--- src/rtl/coef_row_arbiter_pkg.sv ---
// coef_row_arbiter_pkg
//   Shared types and defaults for the coefficient row arbiter.
//   COEF_W / ROW_LEN : default coefficient width and beats per row grant.
//   coef_t           : one coefficient, two's complement.
//   arb_state_t      : arbiter FSM states.
//   id_width()       : requester-id width, never below 1 bit.
package coef_row_arbiter_pkg;
  localparam int NUM_REQ_DEF = 3;
  localparam int COEF_W      = 11;
  localparam int ROW_LEN     = 8;

  typedef logic signed [COEF_W-1:0] coef_t;

  typedef enum logic {IDLE = 1'b0, BUSY = 1'b1} arb_state_t;

  function automatic int id_width(input int n);
    return (n > 1) ? $clog2(n) : 1;
  endfunction
endpackage

--- src/rtl/coef_row_arbiter_if.sv ---
// coef_row_arbiter_if
//   Bundles the requester side (valid/ena/rdy/data per requester) and the
//   downstream side (ena_out/rdy_in/out/out_id/out_last) of the arbiter.
//   slave  : arbiter view.
//   master : producer/consumer (environment) view.
interface coef_row_arbiter_if
  import coef_row_arbiter_pkg::id_width;
#(
  parameter int NUM_REQ = 3,
  parameter int COEF_W  = 11,
  parameter int ID_W    = id_width(NUM_REQ)
);
  logic [NUM_REQ-1:0]             req_valid;
  logic [NUM_REQ-1:0]             req_ena_in;
  logic [NUM_REQ-1:0]             req_rdy_out;
  logic [NUM_REQ-1:0][COEF_W-1:0] req_in;
  logic                           ena_out;
  logic                           rdy_in;
  logic [COEF_W-1:0]              out;
  logic [ID_W-1:0]                out_id;
  logic                           out_last;

  modport slave (
    input  req_valid, req_ena_in, req_in, rdy_in,
    output req_rdy_out, ena_out, out, out_id, out_last
  );

  modport master (
    output req_valid, req_ena_in, req_in, rdy_in,
    input  req_rdy_out, ena_out, out, out_id, out_last
  );
endinterface

--- src/rtl/coef_row_arbiter_rr_priority_picker.sv ---
// rr_priority_picker
//   Combinational round-robin search: first set bit of i_req at or after
//   i_ptr, wrapping around.
//   i_req : request vector      i_ptr : starting index
//   o_any : some request set    o_idx : chosen index (0 when none)
module rr_priority_picker
  import coef_row_arbiter_pkg::*;
#(
  parameter int NUM_REQ = 3,
  parameter int ID_W    = id_width(NUM_REQ)
) (
  input  logic [NUM_REQ-1:0] i_req,
  input  logic [ID_W-1:0]    i_ptr,
  output logic               o_any,
  output logic [ID_W-1:0]    o_idx
);
  logic [ID_W-1:0] w_cand;

  always_comb begin
    o_any  = 1'b0;
    o_idx  = '0;
    w_cand = '0;
    for (int k = 0; k < NUM_REQ; k++) begin
      w_cand = (int'(i_ptr) + k >= NUM_REQ) ? ID_W'(int'(i_ptr) + k - NUM_REQ)
                                            : ID_W'(int'(i_ptr) + k);
      if (!o_any && i_req[w_cand]) begin
        o_any = 1'b1;
        o_idx = w_cand;
      end
    end
  end
endmodule

--- src/rtl/coef_row_arbiter.sv ---
// coef_row_arbiter
//   Shares one coefficient row path between NUM_REQ producers. Grants whole
//   rows of ROW_LEN beats atomically, round-robin, and tags each beat with
//   the source id and a last-of-row flag.
//   clk, rst   : clock, async active-high reset
//   bus        : coef_row_arbiter_if.slave (requester + downstream handshakes)
//   stat_rows  : per-requester completed-row counters (16 bit, wrapping),
//                present only when COEF_ROW_ARB_STATS_EN is defined.
module coef_row_arbiter
  import coef_row_arbiter_pkg::arb_state_t;
  import coef_row_arbiter_pkg::IDLE;
  import coef_row_arbiter_pkg::BUSY;
  import coef_row_arbiter_pkg::id_width;
#(
  parameter int NUM_REQ = coef_row_arbiter_pkg::NUM_REQ_DEF,
  parameter int COEF_W  = coef_row_arbiter_pkg::COEF_W,
  parameter int ROW_LEN = coef_row_arbiter_pkg::ROW_LEN
) (
  input  logic                       clk,
  input  logic                       rst,
  coef_row_arbiter_if.slave          bus
`ifdef COEF_ROW_ARB_STATS_EN
  ,
  output logic [NUM_REQ-1:0][15:0]   stat_rows
`endif
);
  localparam int ID_W   = id_width(NUM_REQ);
  localparam int BEAT_W = (ROW_LEN > 1) ? $clog2(ROW_LEN) : 1;

  arb_state_t        r_state, w_state_nx;
  logic [ID_W-1:0]   r_grant, w_grant_nx;
  logic [BEAT_W-1:0] r_beat,  w_beat_nx;
  logic [ID_W-1:0]   r_rr_ptr, w_rr_ptr_nx;

  logic              w_xfer, w_row_end;
  logic [ID_W-1:0]   w_next_ptr, w_pick_ptr, w_pick_idx;
  logic              w_pick_any;

  assign w_xfer     = (r_state == BUSY) && bus.req_ena_in[r_grant];
  assign w_row_end  = w_xfer && (r_beat == BEAT_W'(ROW_LEN - 1));
  assign w_next_ptr = (r_grant == ID_W'(NUM_REQ - 1)) ? '0 : r_grant + 1'b1;
  // In BUSY the picker only matters at end of row, where it must already
  // search from the advanced pointer so the next row follows with no bubble.
  assign w_pick_ptr = (r_state == BUSY) ? w_next_ptr : r_rr_ptr;

  rr_priority_picker #(.NUM_REQ(NUM_REQ), .ID_W(ID_W)) u_pick (
    .i_req (bus.req_valid),
    .i_ptr (w_pick_ptr),
    .o_any (w_pick_any),
    .o_idx (w_pick_idx)
  );

  always_ff @(posedge clk or posedge rst) begin
    if (rst) begin
      r_state  <= IDLE;
      r_grant  <= '0;
      r_beat   <= '0;
      r_rr_ptr <= '0;
    end else begin
      r_state  <= w_state_nx;
      r_grant  <= w_grant_nx;
      r_beat   <= w_beat_nx;
      r_rr_ptr <= w_rr_ptr_nx;
    end
  end

  always_comb begin
    w_state_nx      = r_state;
    w_grant_nx      = r_grant;
    w_beat_nx       = r_beat;
    w_rr_ptr_nx     = r_rr_ptr;
    bus.req_rdy_out = '0;
    bus.ena_out     = 1'b0;
    bus.out         = '0;
    bus.out_id      = '0;
    bus.out_last    = 1'b0;
    case (r_state)
      IDLE: begin
        if (w_pick_any) begin
          w_state_nx = BUSY;
          w_grant_nx = w_pick_idx;
          w_beat_nx  = '0;
        end
      end
      BUSY: begin
        bus.req_rdy_out[r_grant] = bus.rdy_in;
        bus.ena_out              = bus.req_ena_in[r_grant];
        bus.out                  = bus.req_in[r_grant];
        bus.out_id               = r_grant;
        bus.out_last             = (r_beat == BEAT_W'(ROW_LEN - 1));
        if (w_row_end) begin
          w_beat_nx   = '0;
          w_rr_ptr_nx = w_next_ptr;
          if (w_pick_any) w_grant_nx = w_pick_idx;
          else            w_state_nx = IDLE;
        end else if (w_xfer) begin
          w_beat_nx = r_beat + 1'b1;
        end
      end
      default: w_state_nx = IDLE;
    endcase
  end

`ifdef COEF_ROW_ARB_STATS_EN
  logic [NUM_REQ-1:0][15:0] r_stat;

  always_ff @(posedge clk or posedge rst) begin
    if (rst)            r_stat <= '0;
    else if (w_row_end) r_stat[r_grant] <= r_stat[r_grant] + 16'd1;
  end

  assign stat_rows = r_stat;
`endif
endmodule

--- src/flat_wrapper.sv ---
// flat-port wrapper written by rule: the top's interface ports become plain ports
module coef_row_arbiter_flat import coef_row_arbiter_pkg::arb_state_t; import coef_row_arbiter_pkg::IDLE; import coef_row_arbiter_pkg::BUSY; import coef_row_arbiter_pkg::id_width;
#(
  parameter int NUM_REQ = coef_row_arbiter_pkg::NUM_REQ_DEF,
  parameter int COEF_W  = coef_row_arbiter_pkg::COEF_W,
  parameter int ROW_LEN = coef_row_arbiter_pkg::ROW_LEN
)
  (clk, rst, bus_req_valid, bus_req_ena_in, bus_req_in, bus_rdy_in, bus_req_rdy_out, bus_ena_out, bus_out, bus_out_id, bus_out_last);
  coef_row_arbiter_if #(.NUM_REQ(NUM_REQ), .COEF_W(COEF_W)) bus_i ();
  input  logic clk;
  input  logic rst;
  input wire logic [$bits(bus_i.req_valid)-1:0] bus_req_valid;
  input wire logic [$bits(bus_i.req_ena_in)-1:0] bus_req_ena_in;
  input wire logic [$bits(bus_i.req_in)-1:0] bus_req_in;
  input wire logic [$bits(bus_i.rdy_in)-1:0] bus_rdy_in;
  output wire logic [$bits(bus_i.req_rdy_out)-1:0] bus_req_rdy_out;
  output wire logic [$bits(bus_i.ena_out)-1:0] bus_ena_out;
  output wire logic [$bits(bus_i.out)-1:0] bus_out;
  output wire logic [$bits(bus_i.out_id)-1:0] bus_out_id;
  output wire logic [$bits(bus_i.out_last)-1:0] bus_out_last;
  assign bus_i.req_valid = bus_req_valid;
  assign bus_i.req_ena_in = bus_req_ena_in;
  assign bus_i.req_in = bus_req_in;
  assign bus_i.rdy_in = bus_rdy_in;
  assign bus_req_rdy_out = bus_i.req_rdy_out;
  assign bus_ena_out = bus_i.ena_out;
  assign bus_out = bus_i.out;
  assign bus_out_id = bus_i.out_id;
  assign bus_out_last = bus_i.out_last;
  coef_row_arbiter #(.NUM_REQ(NUM_REQ), .COEF_W(COEF_W), .ROW_LEN(ROW_LEN)) u_core (.clk(clk), .rst(rst), .bus(bus_i));
endmodule
--- config.mk ---
export PLATFORM = sky130hd
export DESIGN_NAME = coef_row_arbiter_flat
export DESIGN_NICKNAME = d
export VERILOG_FILES = /design/src/rtl/coef_row_arbiter_pkg.sv /design/src/rtl/coef_row_arbiter_if.sv /design/src/rtl/coef_row_arbiter_rr_priority_picker.sv /design/src/rtl/coef_row_arbiter.sv /design/src/flat_wrapper.sv
export SDC_FILE = /design/constraint.sdc
export NUM_CORES = 1
export LEC_CHECK = 0
export CAP_MARGIN = 0
export CORE_AREA = 4 4 58 60
export DETAILED_ROUTE_END_ITERATION = 12
export DIE_AREA = 0 0 62 64
export PLACE_DENSITY_LB_ADDON = 0.2
export SYNTH_ARGS = -nofsm -noshare
export SYNTH_HDL_FRONTEND = slang
export SYNTH_SLANG_ARGS = --single-unit
--- constraint.sdc ---
create_clock -name clk -period 3.13 [get_ports clk]
set_input_delay 0.313 -clock clk [delete_from_list [all_inputs] [get_ports clk]]
set_output_delay 0.313 -clock clk [all_outputs]
set_load 0.01 [all_outputs]
==> results.yml, run 1 <==
outcome:
  status: "completed"
routing:
  avgRoutedWirePerCell_um: 15.6
  vias: 1191
  drt_iter0_drc: 44
  finalWirelength_um: 3470
  drc: 0
  dr.pass1.iters: 4
  vias_per_cell: 5.36
  antenna_left: 0
yosys:
  synthArstFlopShare_pct: 100
  synth_nets: 177
  synth-compound-area-share_pct: 21.6
  syn_avg_cell_area_um2: 7.60
  synth-xor-area-share_pct: 0
  ys_ff_latch: 8
  synth_edf_count: 0
  yosys.area_share.adder_pct: 3.74
  muxShareOfSynthArea_pct: 18.7
  postSynthCellCount: 132
  synth.distinct_cells: 39
  synth_top_area_share_pct: 20.0
  ys_seq_area_share_pct: 20.0
  yosysWarnings: 0
  synthSimpleGateAreaFrac_pct: 30.3
  yosys.area.top_type: "dfrtp_1"
  synth_flop_cell: "dfrtp_1"
  synthesis.area_um2: 1000
  netlist_top_cells_area: "dfrtp_1 (20%), mux2i_1 (15%), and2_1 (11%)"
  synth_common_cells: "and2_1 (17), nand2_1 (17), mux2i_1 (15), o21ai_1 (14), dfrtp_1 (8)"
  synth_top_family_by_area: "simple AND/OR/NAND/NOR gates"
clock_network:
  clock_latency_ps: 250
  clockRootBuffer: "clkbuf_4"
  postCtsSetupRepairBufs: 0
  postCtsResizedCells: 0
  cts.clk_slew.worst_paths_ps: 60
  h-tree-depth: 1
  cts_tree: "done"
  clockBufferDepth: 2
  cts-hold-fix-buffers: 0
  cts_buffers: 3
  cts.sinks: 8
power_and_ir_drop:
  swShare_pct: 42.9
  p_comb_share_pct: 77.4
  seqPwrFrac_pct: 16.8
  power.leakage_nw: 0.693
  power.switching_mw: 0.561
  power.density_nw_per_um2: 796
  internal_power_mw: 0.746
  peakVddDrop_uv: 575
  pwr-share-clk_pct: 5.9
die:
  num_rows: 20
  chipWidth_um: 62
  core-area_um2: 2930
  dieArea_um2: 3970
  die_y_um: 64
  io_pins: 60
  initial_utilization_pct: 34.3
run:
  cap_violations: 0
finish:
  final_nets: 236
  regArea_um2: 200
  drive_gt1_share_pct: 4.76
  fillers: 296
  multi_input_area_um2: 746
  antenna_cells: 0
  final_area_um2: 1640
  syn2layout_area_growth_pct: 63.6
sta:
  fmax_ghz: 0.381
  maxSlewViolCount: 0
  worst_pin_slew_ps: 593
  hold_viol: 0
  finalCritPeriodShare_pct: 83.8
  timing.setup.tns_ps: 0
  relSlewSlack_pct: 60.5
  rsz0062_at_grt: "no"
  min_period_ps: 2620
  timing.final.ws_setup_ps: 508
  setup_viol: 0
  holdWs_ps: 319
  final.setup_skew_ps: 9.06
critical_path:
  worstSetupPathDepth: 8
  reg2reg_slack_ps: 510
  cp.arrival_ps: 2760
  startpoint_type: "register"
  cp_num_buf_inv: 1
  path_class: "reg -> reg"
  cp_slowest_stage_delay_ps: 720
  worstPathRequired_ps: 3260
  crit_fanout: 20
  critPathTopFamily: "compound AO/OA/AOI/OAI gates"
  r2r_start: "u_core.r_grant[0]"
  reg2reg_to: "u_core.r_grant[1]"
  crit_chain: "nand3b_1, o21ai_0, ha_1, inv_1, mux2_4, a211o_1, a21boi_1, o22a_1"
  slowest_stage: "dfrtp_1"
  r2r_cells: 8
  end_kind: "register"
global_route:
  overflow: 0
  grt_max_degree: 21
  grt_usage_pct: 17.7
  grt_pass1_vias: 1217
  grt_pass1_wl_um: 5490
  antenna_found_initial: 0
place:
  post-dp-hpwl_um: 2830
  placed_cell_area_um2: 1620
  dp_slack_ps: 517
  portBuffers: 59
  gp_congestion: 1.07
min_path:
  hold_class: "in -> async"
## stage by stage
step	total power, mW	instances	utilization, %
floorplan	0.818	132	-
global route	1.42	222	56.1
detailed placement	1.23	219	55.3
CTS	1.31	222	56.1
global placement	1.20	219	55.3
finish	1.31	222	56.1
## metal layers
layer | track usage, % | wire length [µm] | vias to the layer above
li1 | - | - | 586
met1 | 20.8 | 1330 | 545
met2 | 31.2 | 1830 | 56
met3 | 2.83 | 264 | 4
met4 | 6.10 | 43 | 0
met5 | 0 | 0 | -
## sequential cells by signal, summed over array words and instances (netlist names)
register         flops
u_core.r_rr_ptr      2
u_core.r_grant       2
u_core.r_beat        3
u_core.r_state       1
## cells by family (layout without fill, tap and decap cells)
family / after synthesis / count (layout)
mux: 18 / 18
compound gates: 35 / 35
fa+ha+maj: 3 / 3
flops: 8 / 8
simple gates: 55 / 55
buf+inv: 13 / 70
## power groups by stage
stage | clock [mW] | sequential, mW | combinational [mW]
final | 0.0767 | 0.219 | 1.01
after global routing | 0.0845 | 0.231 | 1.11
after CTS | 0.0798 | 0.219 | 1.01
after detailed placement | 0 | 0.220 | 1.01
after global placement | 0 | 0.215 | 0.981
after floorplan | 0 | 0.170 | 0.648
## final cells by class
class / instances / area share, %
Clock buffer: 3 / 1.37
Tap cell: 33 / 2.52
Sequential cell: 8 / 12.2
Multi-Input combinational cell: 111 / 45.4
Timing Repair Buffer: 62 / 37.3
Inverter: 5 / 1.14
## worst max path at each step
stage,from,to,slack [ps]
floorplan,u_core.r_grant[1],u_core.r_grant[1],610
global placement,u_core.r_grant[0],u_core.r_grant[1],630
detailed placement,u_core.r_grant[0],u_core.r_grant[1],520
CTS,u_core.r_grant[0],u_core.r_grant[1],510
global route,u_core.r_grant[0],u_core.r_beat[0],250
finish,u_core.r_grant[0],u_core.r_grant[1],510
## worst register-to-register path: cells and delay by family (launching register included)
family                     cells  cell delay (ps)
AOI/OAI and AO/OA              4              840
DFF                            1              720
adders and majority gates      1              310
muxes                          1              290
and+or+nand+nor                1              230
buffers and inverters          1              130
## cells in the final DEF, fill, tap and decap left out, types with 2 or more instances in the layout
cell / synthesis / routed
a22o_1: 2 / 2
o21ai_0: 5 / 5
nor2_1: 4 / 4
nand2_1: 17 / 17
inv_1: 5 / 5
dfrtp_1: 8 / 8
o21ai_1: 14 / 14
and2_1: 17 / 17
ha_1: 3 / 3
mux2_1: 2 / 2
buf_4: 0 / 3
clkdlybuf4s50_1: 0 / 59
and3_1: 2 / 2
mux2i_1: 15 / 15
or3b_1: 2 / 2
a21oi_1: 3 / 3
nor2b_1: 2 / 2
clkbuf_4: 0 / 3
nor3_1: 2 / 2
nand3_1: 2 / 2
(Power assumes the default switching activity.)
==> inputs of run 2 (changes only) <==
--- a/config.mk
+++ b/config.mk
@@ -6,9 +6,9 @@
 export NUM_CORES = 1
 export LEC_CHECK = 0
 export CAP_MARGIN = 0
-export CORE_AREA = 4 4 58 60
+export CORE_AREA = 4 4 60 62
 export DETAILED_ROUTE_END_ITERATION = 12
-export DIE_AREA = 0 0 62 64
+export DIE_AREA = 0 0 64 66
 export PLACE_DENSITY_LB_ADDON = 0.2
 export SYNTH_ARGS = -nofsm -noshare
 export SYNTH_HDL_FRONTEND = slang
==> constraint.sdc (replaced) <==
create_clock -name clk -period 2.35 [get_ports clk]
set_input_delay 0.235 -clock clk [delete_from_list [all_inputs] [get_ports clk]]
set_output_delay 0.235 -clock clk [all_outputs]
set_load 0.01 [all_outputs]
==> run 2 against run 1 <==
  * Non-clock buffer count up 8
  * Final cell count up 8.6%
  * Count of clock-buffer cells in the layout unchanged
  * Flip-flop and latch count unchanged
  * Sequential share of layout area down 0.57 points
  * Global-route usage down 2.0 points
  * Cell area up 6.2%
  * Die area up 6.5%
  * Via count down 0.67%
==> results.yml, run 2 (synthesized netlist as in run 1, its figures left out) <==
power_and_ir_drop:
  peakVddDrop_uv: 593
  p_comb_share_pct: 80.3
  power.switching_mw: 0.758
  power.density_nw_per_um2: 1070
  seqPwrFrac_pct: 14.0
  power.leakage_nw: 0.745
  pwr-share-clk_pct: 5.7
  swShare_pct: 40.8
  internal_power_mw: 1.10
clock_network:
  cts.sinks: 8
  cts_tree: "done"
  cts_buffers: 3
  clockRootBuffer: "clkbuf_4"
  clock_latency_ps: 260
  postCtsSetupRepairBufs: 0
  cts-hold-fix-buffers: 0
  h-tree-depth: 1
  cts.clk_slew.worst_paths_ps: 50
  clockBufferDepth: 2
finish:
  syn2layout_area_growth_pct: 73.7
  largest_reg_flops: 3
  final_common_cell: "clkdlybuf4s50_1"
  final_nets: 244
  post-route-util_pct: 57.6
  drive_gt1_share_pct: 11.7
  largestRegisters: "u_core.r_beat: 3 flops, u_core.r_grant: 2 flops, u_core.r_rr_ptr: 2 flops"
  regMostFlops: "u_core.r_beat"
  antenna_cells: 0
  final_cell_mix: "clkdlybuf4s50_1 (58), nand2_1 (17), and2_1 (16)"
  final_area_um2: 1740
die:
  core-area_um2: 3030
  initial_utilization_pct: 33.1
  io_pins: 60
  die_y_um: 66
  chipWidth_um: 64
  dieArea_um2: 4220
  num_rows: 20
sta:
  relSlewSlack_pct: 79.3
  timing.setup.tns_ps: 0
  worst_pin_slew_ps: 310
  min_period_ps: 2230
  maxSlewViolCount: 0
  hold_viol: 0
  fmax_ghz: 0.449
  rsz0062_at_grt: "no"
  finalCritPeriodShare_pct: 94.8
  setup_viol: 0
  final.setup_skew_ps: 1.76
global_route:
  grt_usage_pct: 15.8
  gr-max-usage-layer: "met2"
  grt_pass1_wl_um: 5300
  antenna_found_initial: 0
  overflow: 0
  use_met2_pct: 28.1
  grt_pass1_vias: 1110
  grt_max_degree: 18
  met1_usage_pct: 19.4
  grt_use_met3_pct: 3.40
critical_path:
  crit_chain: "buf_4, nor2b_2, buf_6, nand2_1, o21ai_1, and2_1, clkdlybuf4s50_1"
  crit_start: "u_core.r_grant[1]"
  cp_slowest_stage_delay_ps: 540
  end_kind: "primary output"
  r2r_start: "u_core.r_state"
  critPathTopFamily: "buffers and inverters"
  startpoint_type: "register"
  worstPathRequired_ps: 2120
  r2r_cells: 8
  reg2reg_slack_ps: 160
  cp_num_buf_inv: 3
  path_class: "reg -> out"
  cp.arrival_ps: 1990
  crit_fanout: 7
  slowest_stage: "clkdlybuf4s50_1"
  reg2reg_to: "u_core.r_grant[1]"
routing:
  finalWirelength_um: 3290
  vias: 1183
  dr.pass1.iters: 4
  vias_per_cell: 4.91
  drt_iter0_drc: 35
  antenna_left: 0
  avgRoutedWirePerCell_um: 13.7
  drc: 0
place:
  portBuffers: 59
  post-dp-hpwl_um: 2740
  gp_congestion: 0.797
  placed_cell_area_um2: 1690
outcome:
  status: "completed"
run:
  cap_violations: 0
min_path:
  hold_class: "in -> async"
[run 2: power groups by stage]
stage / combinational, mW / clock (mW) / sequential, mW
global placement: 1.44 / 0 / 0.251
CTS: 1.48 / 0.108 / 0.253
floorplan: 0.875 / 0 / 0.227
detailed placement: 1.47 / 0 / 0.253
global route: 1.62 / 0.119 / 0.269
finish: 1.49 / 0.106 / 0.260
[run 2: worst register-to-register path, cell delays in order, from the launching register on]
cell      delay [ps]
dfrtp_2          460
nand3b_1         110
o21ai_0           90
ha_1             360
mux2i_2          250
o22ai_1          120
a211o_1          320
a21boi_1         150
o22a_1           200
[run 2: worst max-delay path by stage]
| stage | endpoint | slack (ps) | cells after the start |
|---|---|---|---|
| after detailed placement | u_core.r_grant[1] | 150 | 8 |
| after global placement | u_core.r_grant[1] | 180 | 6 |
| final | bus_out[8] | 120 | 7 |
| after CTS | bus_out[8] | 30 | 7 |
| after global routing | bus_out[8] | 6 | 7 |
| after floorplan | u_core.r_grant[1] | 20 | 10 |
[run 2: final cells by class]
cell class / instances / area [µm²]
Fill cell: 290 / 1280
Inverter: 5 / 18.8
Multi-Input combinational cell: 111 / 757
Clock buffer: 3 / 22.5
Tap cell: 44 / 55.1
Sequential cell: 8 / 203
Timing Repair Buffer: 70 / 687
[run 2: routing by layer]
layer	up-vias	wire length [µm]	part of all wire (%)
li1	602	-	-
met1	537	1400	43
met2	39	1680	51
met3	5	190	5.8
met4	0	21	0.64
met5	-	0	0
[run 2: what timing repair did]
item | in CTS | in global routing
gates resized for setup | 1 | 9
gates cloned | 0 | 0
endpoints found under the setup margin | 1 | 15
[run 2: metrics by stage]
stage	hold slack [ps]	cells	setup WS [ps]	power [mW]
2_1_floorplan	50.7	132	20.6	1.10
3_3_place_gp	488	238	182	1.69
3_5_place_dp	507	238	145	1.72
4_1_cts	240	241	25.3	1.84
5_1_grt	260	241	6.11	2.01
6_report	225	241	122	1.86
